### src/rtl/pipe_hazard_ctrl.sv
`default_nettype none
// ============================================================================
// Module      : pipe_hazard_ctrl
// Description : Stall/flush controller for the five-stage in-order pipeline,
//               with wrong-path fetch squashing and a stall-cycle counter.
// Revision    : 1.0 - initial release
// ============================================================================
module pipe_hazard_ctrl #(
    parameter int CNT_W = 32
) (
    input  logic             clk,
    input  logic             reset,
    input  logic             i_wait,
    input  logic             d_wait,
    input  logic             ex_busy,
    input  logic             ex_is_load,
    input  logic [4:0]       ex_rd,
    input  logic [4:0]       id_rs1,
    input  logic [4:0]       id_rs2,
    input  logic             id_use_rs1,
    input  logic             id_use_rs2,
    input  logic             ex_redirect,
    output logic             stall_f,
    output logic             stall_d,
    output logic             stall_e,
    output logic             stall_m,
    output logic             stall_w,
    output logic             flush_d,
    output logic             flush_e,
    output logic             flush_m,
    output logic             flush_w,
    output logic             redirect_take,
    output logic [CNT_W-1:0] stall_cycles
);

    localparam logic [0:0] c_ST_RUN    = 1'b0;
    localparam logic [0:0] c_ST_SQUASH = 1'b1;

    logic [0:0]       r_state;
    logic [0:0]       w_state_nxt;
    logic [CNT_W-1:0] r_stall_cycles;

    logic w_mem_hold;
    logic w_ex_hold;
    logic w_lu_match;
    logic w_lu_hold;
    logic w_take;
    logic w_if_hold;
    logic w_squash;

    assign w_squash   = (r_state == c_ST_SQUASH);
    assign w_mem_hold = d_wait;
    assign w_ex_hold  = ex_busy & ~w_mem_hold;
    assign w_lu_match = ex_is_load & (ex_rd != 5'd0) &
                        ((id_use_rs1 & (id_rs1 == ex_rd)) |
                         (id_use_rs2 & (id_rs2 == ex_rd)));
    // While squashing, ID only ever holds a bubble, so it cannot create a load-use hazard.
    assign w_lu_hold  = w_lu_match & ~w_mem_hold & ~w_ex_hold & ~w_squash;
    assign w_take     = ex_redirect & ~w_mem_hold & ~w_ex_hold;
    assign w_if_hold  = i_wait & ~w_mem_hold & ~w_ex_hold & ~w_lu_hold & ~w_take;

    always_ff @(posedge clk) begin
        if (reset) begin
            r_state <= c_ST_RUN;
        end else begin
            r_state <= w_state_nxt;
        end
    end

    always_comb begin
        w_state_nxt = r_state;
        if (r_state == c_ST_RUN) begin
            if (w_take && i_wait) begin
                w_state_nxt = c_ST_SQUASH;
            end
        end else begin
            if (!w_take && !i_wait) begin
                w_state_nxt = c_ST_RUN;
            end
        end
    end

    always_comb begin
        stall_f       = 1'b0;
        stall_d       = 1'b0;
        stall_e       = 1'b0;
        stall_m       = 1'b0;
        stall_w       = 1'b0;
        flush_d       = 1'b1;
        flush_e       = 1'b1;
        flush_m       = 1'b1;
        flush_w       = 1'b1;
        redirect_take = 1'b0;
        if (!reset) begin
            stall_f       = w_mem_hold | w_ex_hold | (w_lu_hold & ~w_take) | w_if_hold;
            // A squashing ID stage is flushed every cycle, so it must never also be held.
            stall_d       = (w_mem_hold | w_ex_hold | (w_lu_hold & ~w_take)) & ~w_squash;
            stall_e       = w_mem_hold | w_ex_hold;
            stall_m       = w_mem_hold;
            flush_d       = w_take | w_if_hold | w_squash;
            flush_e       = w_take | w_lu_hold;
            flush_m       = w_ex_hold;
            flush_w       = w_mem_hold;
            redirect_take = w_take;
        end
    end

    always_ff @(posedge clk) begin
        if (reset) begin
            r_stall_cycles <= '0;
        end else if (stall_f && !(&r_stall_cycles)) begin
            r_stall_cycles <= r_stall_cycles + CNT_W'(1);
        end
    end

    assign stall_cycles = r_stall_cycles;

endmodule
`default_nettype wire

### config.mk
export PLATFORM = sky130hd
export DESIGN_NAME = pipe_hazard_ctrl
export DESIGN_NICKNAME = d
export VERILOG_FILES = /design/src/rtl/pipe_hazard_ctrl.sv
export SDC_FILE = /design/constraint.sdc
export NUM_CORES = 1
export LEC_CHECK = 0
export ABC_AREA = 1
export CAP_MARGIN = 5
export CORE_AREA = 2 2 88 90
export CTS_CLUSTER_SIZE = 24
export DETAILED_ROUTE_END_ITERATION = 8
export DIE_AREA = 0 0 90 92
export PLACE_DENSITY = 0.56
export SYNTH_ARGS = -nofsm -noshare
export SYNTH_HDL_FRONTEND = slang
export SYNTH_SLANG_ARGS = --single-unit
### constraint.sdc
create_clock -name clk -period 1.9 [get_ports clk]
set_input_delay 0.19 -clock clk [delete_from_list [all_inputs] [get_ports clk]]
set_output_delay 0.19 -clock clk [all_outputs]
set_load 0.02 [all_outputs]
==> reports/metrics.cfg <==
[clock_tree]
cts_tree = yes
htreeDepth = 2
cts_hold_buf = 0
clk_latency_ns = 0.29
cts_buffers = 5
cts_root_buf = clkbuf_8
clk_pin_slew_ns = 0.07
cts_buffer_depth = 2
cts_sinks = 33

[finish]
fillCellCount = 813
layout-drive-gt1-share_pct = 15.40
stdcell_count = 628
nNetsFinal = 550
areaGrowthSynthToFinish_pct = 49.62
n_antenna_cell = 0
finish.utilization_pct = 49.75

[routing]
vias = 3024
vias_per_cell = 4.815
wl_per_cell_um = 13.39
drt_iter0_drc = 162
dr.pass1.iters = 4
drtAntennaViolNets = 0
drc = 0
routed_wl_um = 8412

[synth]
synth_edf_count = 0
synthMuxAreaShare_pct = 0
synth_ff_type = dfxtp_1
synth_cell_type_count = 26
synth-seq-cells = 33
yosysSeqAreaShare_pct = 26.68
synth_top_family_by_area = simple AND/OR/NAND/NOR gates
syn_area_sq_um = 2476
synth-simple-area-share_pct = 51.69
syn_inst = 426
yosys-top-cells-count = 165 x nand2_1, 62 x nor2_1, 35 x nand4_1
synthAdderAreaFrac_pct = 0.5053
syn_area_per_cell_sq_um = 5.813
synthTopCellsByArea = dfxtp_1 27%, nand2_1 25%, nor2_1 9.4%
netlist.top_cell.by_area = dfxtp_1
yosys_warnings = 0
yosysMostFrequentCell = nand2_1
synth_compound_gate_area_share_pct = 6.822
syn-num-nets = 451
synth_top_area_share_pct = 26.68
synth_async_sr_flop_share_pct = 0
synth_xor_area_share_pct = 5.306

[global_route]
overflow = 0
grt_max_degree = 34
antenna_found_initial = 0
grt_first_pass_wirelength_um = 13800
grt_pass1_vias = 2857
track_usage_pct = 20.35

[critical_path]
crit_slowest_cell = clkdlybuf4s50_1
crit_type = in -> out
crit_required_ns = 1.71
critPathLaunchType = primary input
path_max_fanout = 3
crit_path_frequent_cell = nand2_1
r2r_slack_ns = 0.12
endpoint_kind = output port
rr_startpoint = stall_cycles[0]
r2r-end = stall_cycles[17]
crit_chain = clkdlybuf4s50_1 -> inv_1 -> nand2_1 -> nand2_1 -> nor2_2 -> nand3_1 -> nand2_1 -> nand2_2 -> a21oi_2 -> a31oi_1 -> buf_4
cp.arrival_ns = 1.59
reg2regPathDepth = 10
slowest_delay_ns = 0.49

[placement]
placedCellCount = 617
hpwl_um = 6223
io_buffers = 64
gp_congestion = 0.8955

[timing]
rsz0062_at_grt = yes
clock_skew_ns = 0.006802
hold_slack_ns = 0.5172
drv_slew = 0
min_period_ns = 1.785
final_hold_viol_count = 0
fmax_ghz = 0.5603
final.period_utilization_pct = 93.94
setup_viol = 0

[min_path]
hold_end = stall_cycles[30]
min_from = stall_cycles[30]
min_path_cells = 2
hp-class = reg -> reg

[pwr]
p_per_area_nw_per_um2 = 413.7
leakagePower_nw = 1.532
peakVddDrop_mv = 0.2626

[floorplan]
start_util_pct = 33.25
die_width_um = 90
core-area_sq_um = 7447
row_count = 32
ios = 66
dieArea_sq_um = 8280
die_h_um = 92

[job]
maxCapViolCount = 0

[outcome]
run_status = finished clean

==> metrics by stage <==
stage	instance area [sq um]	power, mW	setup TNS [ns]	setup slack, ns
after floorplan	2477	0.8533	0	0.03319
after global placement	3466	0.9815	-12.20	-0.3610
after detailed placement	3466	0.9823	-13.29	-0.3894
after CTS	3551	1.531	-0.1622	-0.09404
after global routing	3705	1.595	0	0.002876
final	3705	1.533	0	0.1152
==> power by group <==
| group | internal, mW | switching, mW |
|---|---|---|
| sequential | 0.697 | 0.00304 |
| clock | 0.253 | 0.292 |
| combinational | 0.132 | 0.155 |
| total | 1.08 | 0.451 |
==> final cells by class <==
cell class,count,area (sq um),area share [%]
inverters,33,123.9,3.343
flip-flops and latches,33,663.1,17.90
clock buffers,5,68.82,1.857
multi-input cells,343,1664,44.92
clock inverters,3,17.52,0.4728
repair buffers,109,1040,28.06
well taps,102,127.6,3.445
==> what timing repair did <==
action,4_1_cts,5_1_grt
buffers inserted,0,2
endpoints found under the hold margin,0,0
resized for setup,11,43
cloned,0,1
endpoints found under the setup margin,36,36
pin swaps,0,9
==> cells by family after synthesis <==
group / count (synthesis)
AOI/OAI and AO/OA: 33
xor gates and xnor gates: 15
adders and majority gates: 1
buffers and inverters: 50
DFF: 33
other: 1
and+or+nand+nor: 293
==> placed cells by master, fill, tap and decap left out <==
cell type and instances:
dlygate4sd2_1 1, xor2_1 8, buf_12 3, clkbuf_16 1, nand4_1 35, nand3_1 9
nand3_4 3, nor2_2 10, nor3_4 1, clkbuf_2 2, dfxtp_2 2, and3_1 1
clkbuf_8 5, a21oi_1 30, a211oi_1 1, clkinv_2 2, nand3_2 1, buf_4 41
nor2_1 55, nand3b_1 11, clkdlybuf4s50_1 53, nand2_1 163, nand2_2 2, ha_2 1
nor3_1 1, inv_1 31, clkinvlp_4 1, nor2_4 1, dlymetal6s2s_1 6, inv_2 2
buf_6 2, xnor2_1 7, a21oi_2 1, conb_1 1, dfxtp_1 31, a31oi_1 1
==> worst max-delay path by stage <==
stage / start / to / slack [ns] / cells after the start
after CTS: ex_rd[3] / flush_d / -0.09 / 11
after global placement: ex_rd[3] / stall_f / -0.36 / 12
final: id_rs1[1] / flush_d / 0.12 / 11
after global routing: id_rs2[0] / flush_d / 0.003 / 11
after floorplan: stall_cycles[1] / stall_cycles[15] / 0.03 / 9
after detailed placement: ex_rd[3] / stall_cycles[23] / -0.39 / 14
==> registers in the layout, summed over array words and instances (netlist names) <==
register,flops
stall_cycles,32
r_state,1
==> metal layers <==
layer | GRT usage (%) | wire length [um] | vias up
li1 | - | - | 1569
met1 | 26.60 | 3904 | 1367
met2 | 34.90 | 3988 | 81
met3 | 3.122 | 430 | 7
met4 | 5.641 | 89 | 0
met5 | 0 | 0 | -
==> critical path: cells and delay by family <==
kind / cells / cell delay [ns]
buffers and inverters: 3 / 0.69
and+or+nand+nor: 6 / 0.47
AOI/OAI and AO/OA: 2 / 0.24
Power figures use the tool's default switching activity.
